## config.mk

```make
export PLATFORM = sky130hd
export DESIGN_NAME = z80_read_ctrl_flat
export DESIGN_NICKNAME = d
export VERILOG_FILES = /design/src/rtl/z80_bus_pkg.sv /design/src/rtl/z80_read_ctrl_if.sv /design/src/rtl/z80rc_addr_dec.sv /design/src/rtl/z80_read_ctrl.sv /design/src/flat_wrapper.sv
export SDC_FILE = /design/constraint.sdc
export NUM_CORES = 1
export LEC_CHECK = 0
export ABC_AREA = 1
export CAP_MARGIN = 20
export CORE_MARGIN = 8
export CORE_UTILIZATION = 40
export CTS_BUF_LIST = sky130_fd_sc_hd__clkbuf_4 sky130_fd_sc_hd__clkbuf_8
export DETAILED_ROUTE_END_ITERATION = 16
export PLACE_DENSITY_LB_ADDON = 0.15
export SYNTH_ARGS = -nofsm -noshare
export SYNTH_HDL_FRONTEND = slang
export SYNTH_SLANG_ARGS = --single-unit
```

## constraint.sdc

```tcl
create_clock -name clock -period 4.34 [get_ports clock]
set_clock_uncertainty 0.15 [all_clocks]
set_input_delay 0.868 -clock clock [delete_from_list [all_inputs] [get_ports clock]]
set_output_delay 0.868 -clock clock [all_outputs]
set_load 0.02 [all_outputs]
```

## src/rtl/z80_bus_pkg.sv

```systemverilog
// Shared types for the Z80 read-cycle controller: FSM state encoding,
// wait-state limit and the device-select codes understood by the CPU
// data-input multiplexer.
package z80_bus_pkg;

    // Largest number of ROM wait states the counter can express.
    localparam int ROM_WAITS_MAX = 7;

    // Read-cycle controller states.
    typedef enum logic [2:0] {
        ST_IDLE     = 3'd0,
        ST_ROM_WT   = 3'd1,
        ST_ROM_RD   = 3'd2,
        ST_IO_SETUP = 3'd3,
        ST_IO_WT    = 3'd4,
        ST_IO_RD    = 3'd5,
        ST_END      = 3'd6
    } rc_state_e;

    // Data-input mux source codes; at most one device is ever selected.
    typedef enum logic [1:0] {
        DEV_NONE   = 2'b00,
        DEV_ROM    = 2'b01,
        DEV_INPORT = 2'b10
    } dev_sel_e;

    // Which mux source a given controller state steers onto the CPU bus.
    function automatic dev_sel_e state_dev_sel(input rc_state_e st);
        dev_sel_e sel;
        case (st)
            ST_ROM_WT, ST_ROM_RD:             sel = DEV_ROM;
            ST_IO_SETUP, ST_IO_WT, ST_IO_RD:  sel = DEV_INPORT;
            default:                          sel = DEV_NONE;
        endcase
        return sel;
    endfunction

endpackage

```

## src/rtl/z80_read_ctrl_if.sv

```systemverilog
// CPU-side and S-100-side signals of the read-cycle controller.
// master: the CPU / bus environment; slave: the controller itself.
interface z80_read_ctrl_if;
    logic [15:0] cpu_addr;
    logic        cpu_mreq_n;
    logic        cpu_iorq_n;
    logic        cpu_rd_n;
    logic        cpu_m1_n;
    logic        s100_rdy;
    logic        rom_cs;
    logic        inport_cs;
    logic        cpu_wait_n;
    logic        s100_sinp;
    logic        s100_pdbin;
    logic        bus_err;

    modport master (
        output cpu_addr, cpu_mreq_n, cpu_iorq_n, cpu_rd_n, cpu_m1_n, s100_rdy,
        input  rom_cs, inport_cs, cpu_wait_n, s100_sinp, s100_pdbin, bus_err
    );

    modport slave (
        input  cpu_addr, cpu_mreq_n, cpu_iorq_n, cpu_rd_n, cpu_m1_n, s100_rdy,
        output rom_cs, inport_cs, cpu_wait_n, s100_sinp, s100_pdbin, bus_err
    );
endinterface

```

## src/rtl/z80rc_addr_dec.sv

```systemverilog
// Combinational address decode: ROM window hit and S-100 port-range hit.
module z80rc_addr_dec #(
    parameter logic [15:0] ROM_BASE = 16'hF000,
    parameter int          ROM_AW   = 12,
    parameter logic [7:0]  PORT_LO  = 8'h00,
    parameter logic [7:0]  PORT_HI  = 8'hFF
) (
    input  logic [15:0] addr,
    output logic        rom_hit,
    output logic        port_hit
);

    localparam logic [15:0] ROM_TAG = ROM_BASE >> ROM_AW;

    logic [15:0] rom_tag_s;
    logic [8:0]  lo_diff_s;
    logic [8:0]  hi_diff_s;

    // Compare the address above the ROM window against the base, and the
    // port number against the inclusive range using borrow bits so that
    // full-range settings need no special casing.
    always_comb begin
        rom_tag_s = addr >> ROM_AW;
        rom_hit   = (rom_tag_s == ROM_TAG);
        lo_diff_s = {1'b0, addr[7:0]} - {1'b0, PORT_LO};
        hi_diff_s = {1'b0, PORT_HI} - {1'b0, addr[7:0]};
        port_hit  = ~lo_diff_s[8] & ~hi_diff_s[8];
    end

endmodule

```

## src/rtl/z80_read_ctrl.sv

```systemverilog
// Z80 read-cycle controller: decodes CPU memory/IO reads, drives the one-hot
// data-input mux selects, inserts ROM wait states and runs the S-100
// sINP/pDBIN/RDY input handshake. All outputs are registered.
// Optional feature macro: Z80RC_TIMEOUT_EN (RDY timeout with bus_err pulse).
module z80_read_ctrl
    import z80_bus_pkg::*;
#(
    parameter logic [15:0] ROM_BASE    = 16'hF000,
    parameter int          ROM_AW      = 12,
    parameter int          ROM_WAITS   = 1,
    parameter logic [7:0]  PORT_LO     = 8'h00,
    parameter logic [7:0]  PORT_HI     = 8'hFF,
    parameter int          RDY_TIMEOUT = 255
) (
    input  logic            clock,
    input  logic            reset_n,
    z80_read_ctrl_if.slave  bus
);

    localparam int WAITS_EFF = (ROM_WAITS > ROM_WAITS_MAX) ? ROM_WAITS_MAX : ROM_WAITS;
    localparam logic [2:0] WAIT_LAST = (WAITS_EFF > 0) ? 3'(WAITS_EFF - 1) : 3'd0;

    rc_state_e  state_q, state_d;
    logic [2:0] wcnt_q, wcnt_d;
    logic       rom_cs_q, rom_cs_d;
    logic       inport_cs_q, inport_cs_d;
    logic       wait_n_q, wait_n_d;
    logic       sinp_q, sinp_d;
    logic       pdbin_q, pdbin_d;
    logic       bus_err_q, bus_err_d;
    logic       rom_hit_s, port_hit_s;
    logic       mem_rd_s, io_rd_s;
    dev_sel_e   dev_sel_s;

`ifdef Z80RC_TIMEOUT_EN
    localparam logic [7:0] TO_LAST = (RDY_TIMEOUT > 0) ? 8'(RDY_TIMEOUT - 1) : 8'd0;
    logic [7:0] to_cnt_q, to_cnt_d;
`endif

    z80rc_addr_dec #(
        .ROM_BASE (ROM_BASE),
        .ROM_AW   (ROM_AW),
        .PORT_LO  (PORT_LO),
        .PORT_HI  (PORT_HI)
    ) u_addr_dec (
        .addr     (bus.cpu_addr),
        .rom_hit  (rom_hit_s),
        .port_hit (port_hit_s)
    );

    // Next-state, wait/timeout counters, and output values for the next state.
    always_comb begin
        state_d   = state_q;
        wcnt_d    = wcnt_q;
        bus_err_d = 1'b0;
`ifdef Z80RC_TIMEOUT_EN
        to_cnt_d  = to_cnt_q;
`endif
        // A read needs RD low and exactly one of MREQ/IORQ low.
        mem_rd_s = ~bus.cpu_rd_n & ~bus.cpu_mreq_n &  bus.cpu_iorq_n;
        io_rd_s  = ~bus.cpu_rd_n &  bus.cpu_mreq_n & ~bus.cpu_iorq_n;

        case (state_q)
            ST_IDLE: begin
                if (mem_rd_s && rom_hit_s) begin
                    state_d = (WAITS_EFF > 0) ? ST_ROM_WT : ST_ROM_RD;
                    wcnt_d  = 3'd0;
                end else if (io_rd_s && bus.cpu_m1_n && port_hit_s) begin
                    // M1 together with IORQ is an interrupt acknowledge.
                    state_d = ST_IO_SETUP;
                end else begin
                    state_d = ST_IDLE;
                end
            end
            ST_ROM_WT: begin
                if (bus.cpu_rd_n) begin
                    state_d = ST_END;
                end else if (wcnt_q == WAIT_LAST) begin
                    state_d = ST_ROM_RD;
                end else begin
                    wcnt_d = wcnt_q + 3'd1;
                end
            end
            ST_ROM_RD: begin
                if (bus.cpu_rd_n) begin
                    state_d = ST_END;
                end else begin
                    state_d = ST_ROM_RD;
                end
            end
            ST_IO_SETUP: begin
                if (bus.cpu_rd_n) begin
                    state_d = ST_END;
                end else begin
                    state_d = ST_IO_WT;
`ifdef Z80RC_TIMEOUT_EN
                    to_cnt_d = 8'd0;
`endif
                end
            end
            ST_IO_WT: begin
                if (bus.cpu_rd_n) begin
                    state_d = ST_END;
                end else if (bus.s100_rdy) begin
                    state_d = ST_IO_RD;
`ifdef Z80RC_TIMEOUT_EN
                end else if (to_cnt_q == TO_LAST) begin
                    // Give up on RDY: release the CPU with whatever is on the bus.
                    state_d   = ST_IO_RD;
                    bus_err_d = 1'b1;
                end else begin
                    to_cnt_d = to_cnt_q + 8'd1;
                end
`else
                end else begin
                    state_d = ST_IO_WT;
                end
`endif
            end
            ST_IO_RD: begin
                if (bus.cpu_rd_n) begin
                    state_d = ST_END;
                end else begin
                    state_d = ST_IO_RD;
                end
            end
            ST_END: begin
                state_d = ST_IDLE;
            end
            default: begin
                state_d = ST_IDLE;
            end
        endcase

        // Outputs are a pure function of the state being entered, so the
        // registered copies line up with the state register.
        dev_sel_s   = state_dev_sel(state_d);
        rom_cs_d    = (dev_sel_s == DEV_ROM);
        inport_cs_d = (dev_sel_s == DEV_INPORT);
        sinp_d      = (state_d == ST_IO_SETUP) || (state_d == ST_IO_WT) || (state_d == ST_IO_RD);
        pdbin_d     = (state_d == ST_IO_WT) || (state_d == ST_IO_RD);
        wait_n_d    = ~((state_d == ST_ROM_WT) || (state_d == ST_IO_SETUP) || (state_d == ST_IO_WT));
    end

    // State, counters and registered outputs.
    always_ff @(posedge clock or negedge reset_n) begin
        if (!reset_n) begin
            state_q     <= ST_IDLE;
            wcnt_q      <= 3'd0;
            rom_cs_q    <= 1'b0;
            inport_cs_q <= 1'b0;
            wait_n_q    <= 1'b1;
            sinp_q      <= 1'b0;
            pdbin_q     <= 1'b0;
            bus_err_q   <= 1'b0;
        end else begin
            state_q     <= state_d;
            wcnt_q      <= wcnt_d;
            rom_cs_q    <= rom_cs_d;
            inport_cs_q <= inport_cs_d;
            wait_n_q    <= wait_n_d;
            sinp_q      <= sinp_d;
            pdbin_q     <= pdbin_d;
            bus_err_q   <= bus_err_d;
        end
    end

`ifdef Z80RC_TIMEOUT_EN
    // RDY timeout counter, cleared on entry to IO_WT.
    always_ff @(posedge clock or negedge reset_n) begin
        if (!reset_n) begin
            to_cnt_q <= 8'd0;
        end else begin
            to_cnt_q <= to_cnt_d;
        end
    end
`endif

    assign bus.rom_cs     = rom_cs_q;
    assign bus.inport_cs  = inport_cs_q;
    assign bus.cpu_wait_n = wait_n_q;
    assign bus.s100_sinp  = sinp_q;
    assign bus.s100_pdbin = pdbin_q;
    assign bus.bus_err    = bus_err_q;

endmodule

```

## src/flat_wrapper.sv

```systemverilog
// flat-port wrapper written by rule: the top's interface ports become plain ports
module z80_read_ctrl_flat import z80_bus_pkg::*;
#(
    parameter logic [15:0] ROM_BASE    = 16'hF000,
    parameter int          ROM_AW      = 12,
    parameter int          ROM_WAITS   = 1,
    parameter logic [7:0]  PORT_LO     = 8'h00,
    parameter logic [7:0]  PORT_HI     = 8'hFF,
    parameter int          RDY_TIMEOUT = 255
)
  (clock, reset_n, bus_cpu_addr, bus_cpu_mreq_n, bus_cpu_iorq_n, bus_cpu_rd_n, bus_cpu_m1_n, bus_s100_rdy, bus_rom_cs, bus_inport_cs, bus_cpu_wait_n, bus_s100_sinp, bus_s100_pdbin, bus_bus_err);
  z80_read_ctrl_if bus_i ();
  input  logic clock;
  input  logic reset_n;
  input wire logic [$bits(bus_i.cpu_addr)-1:0] bus_cpu_addr;
  input wire logic [$bits(bus_i.cpu_mreq_n)-1:0] bus_cpu_mreq_n;
  input wire logic [$bits(bus_i.cpu_iorq_n)-1:0] bus_cpu_iorq_n;
  input wire logic [$bits(bus_i.cpu_rd_n)-1:0] bus_cpu_rd_n;
  input wire logic [$bits(bus_i.cpu_m1_n)-1:0] bus_cpu_m1_n;
  input wire logic [$bits(bus_i.s100_rdy)-1:0] bus_s100_rdy;
  output wire logic [$bits(bus_i.rom_cs)-1:0] bus_rom_cs;
  output wire logic [$bits(bus_i.inport_cs)-1:0] bus_inport_cs;
  output wire logic [$bits(bus_i.cpu_wait_n)-1:0] bus_cpu_wait_n;
  output wire logic [$bits(bus_i.s100_sinp)-1:0] bus_s100_sinp;
  output wire logic [$bits(bus_i.s100_pdbin)-1:0] bus_s100_pdbin;
  output wire logic [$bits(bus_i.bus_err)-1:0] bus_bus_err;
  assign bus_i.cpu_addr = bus_cpu_addr;
  assign bus_i.cpu_mreq_n = bus_cpu_mreq_n;
  assign bus_i.cpu_iorq_n = bus_cpu_iorq_n;
  assign bus_i.cpu_rd_n = bus_cpu_rd_n;
  assign bus_i.cpu_m1_n = bus_cpu_m1_n;
  assign bus_i.s100_rdy = bus_s100_rdy;
  assign bus_rom_cs = bus_i.rom_cs;
  assign bus_inport_cs = bus_i.inport_cs;
  assign bus_cpu_wait_n = bus_i.cpu_wait_n;
  assign bus_s100_sinp = bus_i.s100_sinp;
  assign bus_s100_pdbin = bus_i.s100_pdbin;
  assign bus_bus_err = bus_i.bus_err;
  z80_read_ctrl #(.ROM_BASE(ROM_BASE), .ROM_AW(ROM_AW), .ROM_WAITS(ROM_WAITS), .PORT_LO(PORT_LO), .PORT_HI(PORT_HI), .RDY_TIMEOUT(RDY_TIMEOUT)) u_core (.clock(clock), .reset_n(reset_n), .bus(bus_i));
endmodule
```

# Yosys cells after proc, flatten, opt, wreduce, memory -nomap -nowiden
# Index checks and enable logic that the tools add are counted.
# op_classes
addsub	2
mul	0
div	0
order_cmp	0
n_eq_ne	16
n_shift	0
n_mux	15
bitwise	9
reduce_logical	14
# ops
op	count
$mux 3	8
$pmux 3 s6	1
$eq 3x2->1 const B	4
$eq 3x3->1 const B	4
$sub 8x8->9 const A	1
$eq 3x1->1 const B	2
$logic_not 3->1	2
$mux 2	3
$pmux 3 s2	1
$logic_or 1x1->1	5
$not 1->1	5
$and 1x1->1	4
$eq 4x4->1 const B	1
$ne 2x2->1 const B	2
$pmux 2 s2	1
$reduce_and 4->1	1
$add 3x1->3 const B	1
$logic_and 1x1->1	3
$reduce_or 3->1	1
$eq 2x1->1 const B	1
$eq 2x2->1 const B	1
$ne 2x1->1 const B	1
$reduce_bool 2->1	1
$reduce_or 2->1	1
$mux 1	1
# totals
reg_bits	11
latchBits	0
mem_bits_rw	0
mem_bits_ro	0
in_bits	23
output_inout_bits	6
wordCells	63
n_memories	0

# Depth between registers and ports, before layout
# depth
word_depth	12
ltp_mapped	10
depth_no_buf	10

# Hierarchy
# From an unflattened synthesis, not the netlist that was laid out.
# hier_totals
cells_unflattened	88
hier_area_um2	648.1
# modules_own_cells
mod	n_inst	cells_per_inst	area_per_inst_um2	seq_area_each_um2
z80_read_ctrl	1	83	625.6	276.5
z80rc_addr_dec	1	5	22.5	0.0

# Worst setup path after synthesis
# OpenSTA, ideal clock, no wires.
# synth_timing
kind	input to register
startpoint	input port bus_cpu_rd_n
endpoint	register u_core.wcnt_q[1]
setup_ns	0.117
t_arrival_ns	1.438
t_required_ns	4.073
setup_slack_ns	2.634
cell_stages	8
path_buffers	0
path_cell_list	inv_1 nand2_1 nor2_1 nand2_1 nand2_2 nand2_2 nand2_1 o21ai_2
# synth_via
elab_chain_len	6
elab_cells_between_ends	7
cone_classes	eq/ne (2); bitwise (3); reduce/logical (2)
# synth_lines
item	line	rtl
from (decl)	flat_wrapper.sv:18	input wire logic [$bits(bus_i.cpu_rd_n)-1:0] bus_cpu_rd_n;
$not 1->1	z80_read_ctrl.sv:60	mem_rd_s = ~bus.cpu_rd_n & ~bus.cpu_mreq_n & bus.cpu_iorq_n;
$and 1x1->1 (2 in series)	z80_read_ctrl.sv:60	
$logic_and 1x1->1	z80_read_ctrl.sv:65	if (mem_rd_s && rom_hit_s) begin
$ne 2x1->1 (no source line)	n/a	
$reduce_and 4->1 (no source line) *	n/a	
to (signal assigned)	z80_read_ctrl.sv:158	wcnt_q <= wcnt_d;
to (decl)	z80_read_ctrl.sv:24	logic [2:0] wcnt_q, wcnt_d;
# Every way passes the cells marked *; elsewhere a longest branch is shown, timed or not.
# A chain may end at the register's enable or synchronous reset.

# Worst setup path in the final report
# layout_timing
startpoint	register u_core.wait_n_q, in the netlist u_core.bus.cpu_wait_n
endpoint	output port bus_cpu_wait_n
# layout_lines
item	line	rtl
from (decl)	z80_read_ctrl.sv:27	logic wait_n_q, wait_n_d;
from (signal assigned)	z80_read_ctrl.sv:161	wait_n_q <= wait_n_d;
to (decl)	flat_wrapper.sv:23	output wire logic [$bits(bus_i.cpu_wait_n)-1:0] bus_cpu_wait_n;
# No word-level cell between the ends.

==> run_results.csv <==
group,metric,value,unit
synthesis,synth_nets,109,
floorplan,coreArea,1510,um^2
route,drtAntennaViolNets,0,
sta,hold_violations,0,
critical_path,slowest_stage,"clkdlybuf4s50_1",
critical_path,critPathLaunchType,"flop",
power,leakage,0.425,nW
finish,syn2layout_area_growth,29.7,%
synthesis,ys_top_cells_by_area,"dfrtp_1, nand2_1, nand2_2, inv_1, dfstp_2",
grt,grt_pass1_vias,553,
clock_network,cts_max_path_buffers,2,
sta,finalCriticalPeriod,2.39,ns
critical_path,cp.arrival,1.37,ns
synthesis,synth_top_family_by_area,"simple AND/OR/NAND/NOR gates",
route,firstDrtPassIters,4,
place,dp_cells,114,
synthesis,synthAdderAreaFrac,3.91,%
grt,grt_overflow_total,0,
floorplan,num_io_pins,29,
synthesis,yosys.area.top_type,"dfrtp_1",
clock_network,hold_buffers,0,
critical_path,path_buf_inv,1,
min_path,hp-start,"u_core.wcnt_q[1]",
finish,drive_gt1_share,19.6,%
synthesis,synthesis.instances,84,
critical_path,reg2reg_from,"u_core.wcnt_q[0]",
floorplan,fp.dieW,56.0,um
critical_path,worst_r2r_path_depth,8,
critical_path,regToRegSetupSlack,2.85,ns
power,power-per-cell-area,580,nW/um^2
critical_path,endpoint_kind,"output pin",
synthesis,synthSimpleGateAreaFrac,31.5,%
clock_network,clk_pin_slew_worst_paths,0.07,ns
finish,antennaDiodeCount,0,
clock_network,numCtsBuffers,3,
synthesis,ys_types,20,
clock_network,cts_setup_buffers,0,
critical_path,crit_chain,"clkdlybuf4s50_1",
power,vdd_drop_max,0.000278,V
floorplan,fp.dieH,56.0,um
finish,fin_util,55.1,%
route,wire_per_inst,10.5,um
route,viasPerCell,4.66,
synthesis,seq_area_frac_synth,43.2,%
synthesis,muxShareOfSynthArea,0,%
clock_network,clk_latency,0.26,ns
grt,track_usage,8.76,%
clock_network,clkSinkCount,11,
sta,min_period_over_period,55.0,%
clock_network,ctsRootBufferMaster,"clkbuf_4",
grt,top_usage_layer,"met2",
sta,report.final.slew_viol_count,0,
floorplan,num_rows,14,
synthesis,synth_area_per_cell,7.61,um^2
grt,grt_util_met2,14.3,%
grt,grt_use_met3,3.88,%
route,drc,0,
clock_network,cts_tree,"built",
place,gp_congestion,0.751,
route,vias,550,
grt,grt_max_degree,12,
critical_path,r2r_end,"u_core.wcnt_q[1]",
synthesis,yosysWarnings,0,
grt,grt_pass1_wl,2300,um
grt,met1_usage,9.82,%
route,drtIter0Drc,11,
critical_path,critPathKind,"flop to output pin",
place,post-dp-hpwl,1040,um
min_path,whs_endpoint,"u_core.wcnt_q[1]",
sta,clock.fmax,419,MHz
sta,rsz0062_at_grt,"false",
critical_path,worst_path_largest_cell_delay,0.59,ns
grt,antenna_found_initial,0,
clock_network,cts_max_level,1,
synthesis,synth_area,639,um^2
route,routed_wl,1240,um
clock_network,ctsResizeCount,0,
floorplan,initial_core_util,42.4,%
synthesis,synth-compound-area-share,9.78,%
sta,tns,0,ns
flow_run,max_cap_viol_count,0,
finish,stdcell_count,118,
synthesis,synth_top_area_share,39.1,%
place,portBuffers,15,
finish,fill_cells,158,
synthesis,synth-seq-cells,11,
min_path,hold_class,"flop to flop",
min_path,min_delay_path_depth,2,
floorplan,die_area,3130,um^2
critical_path,crit_required,3.32,ns
finish,fin_nets,128,
critical_path,crit_path_max_fanout,1,
critical_path,crit_family,"buffers and inverters",
synthesis,synth_xor_area_share,1.37,%
sta,finalSetupViolCount,0,
status,status,"finished, final reports clean",
sta,holdWs,0.370,ns
## worst max-delay path by stage
stage,from,to,slack (ns),cells after the start
after floorplan,bus_cpu_rd_n,u_core.wcnt_q[1],2.63,8
after global placement,bus_cpu_rd_n,u_core.wcnt_q[1],2.07,9
after detailed placement,bus_cpu_rd_n,u_core.wcnt_q[1],2.09,9
after CTS,u_core.bus.cpu_wait_n,bus_cpu_wait_n,1.94,1
after global routing,u_core.bus.cpu_wait_n,bus_cpu_wait_n,1.91,1
final,u_core.bus.cpu_wait_n,bus_cpu_wait_n,1.95,1
## Yosys cell counts
| master | number |
|---|---|
| conb_1 | 1 |
| nand3_1 | 4 |
| inv_2 | 3 |
| inv_1 | 10 |
| o21ai_1 | 3 |
| o21ai_0 | 4 |
| a21oi_1 | 2 |
| nand2_1 | 25 |
| clkinv_2 | 1 |
| xor2_1 | 1 |
| nor2_2 | 1 |
| o2111ai_1 | 1 |
| buf_4 | 1 |
| ha_1 | 2 |
| o21ai_2 | 1 |
| nor2_4 | 2 |
| nor2_1 | 4 |
| nand2_2 | 7 |
| dfrtp_1 | 10 |
| dfstp_2 | 1 |
## layout make-up
type / instances / area (um^2) / area share, %
Clock buffer: 3 / 22.5 / 2.71
Clock inverter: 1 / 5.00 / 0.603
Inverter: 14 / 53.8 / 6.49
Multi-Input combinational cell: 58 / 302 / 36.3
Sequential cell: 11 / 277 / 33.3
Tap cell: 16 / 20.0 / 2.41
Timing Repair Buffer: 15 / 150 / 18.1
## kinds of logic (layout without fill, tap and decap cells)
kind of cell / Yosys count / count (layout)
adder cells (fa/ha/maj): 2 / 2
flip-flops: 11 / 11
AO/OA/AOI/OAI: 11 / 11
XOR/XNOR: 1 / 1
AND/OR/NAND/NOR: 43 / 43
other: 1 / 1
buffers and inverters: 15 / 33
## layer usage
metal  share of wire, %  vias up
li1                   -      293
met1                 44      240
met4                  0        0
met3                4.5        0
met5                  0        -
met2                 51       17
## placed cells by master, fill, tap and decap left out, types with 2 or more instances in the layout
| master | count |
|---|---|
| inv_2 | 3 |
| ha_1 | 2 |
| inv_1 | 10 |
| o21ai_1 | 3 |
| clkdlybuf4s50_1 | 15 |
| nand2_2 | 7 |
| clkbuf_4 | 3 |
| clkinv_2 | 2 |
| nor2_4 | 2 |
| nand3_1 | 4 |
| o21ai_0 | 4 |
| dfrtp_1 | 10 |
| a21oi_1 | 2 |
| nor2_1 | 4 |
| nand2_1 | 25 |
## state kept, by name, summed over array words and instances (netlist names)
signal / count
u_core.state_q: 3
u_core.wcnt_q: 3
u_core.bus.cpu_wait_n: 1
u_core.bus.inport_cs: 1
u_core.bus.rom_cs: 1
u_core.bus.s100_pdbin: 1
u_core.bus.s100_sinp: 1
## stage by stage
stage / area, um^2 / setup slack [ns] / total power (W)
after floorplan: 639 / 2.63 / 0.000336
after global placement: 802 / 2.07 / 0.000414
after detailed placement: 802 / 2.09 / 0.000418
after CTS: 830 / 1.94 / 0.000486
after global routing: 830 / 1.91 / 0.000528
final: 830 / 1.95 / 0.000481
## power by group
part           switching [W]  internal (W)
logic               0.000155     0.0000951
clock network      0.0000334     0.0000340
registers          0.0000230      0.000140
total               0.000212      0.000269
Note: power is estimated with default switching activity, not from simulation.
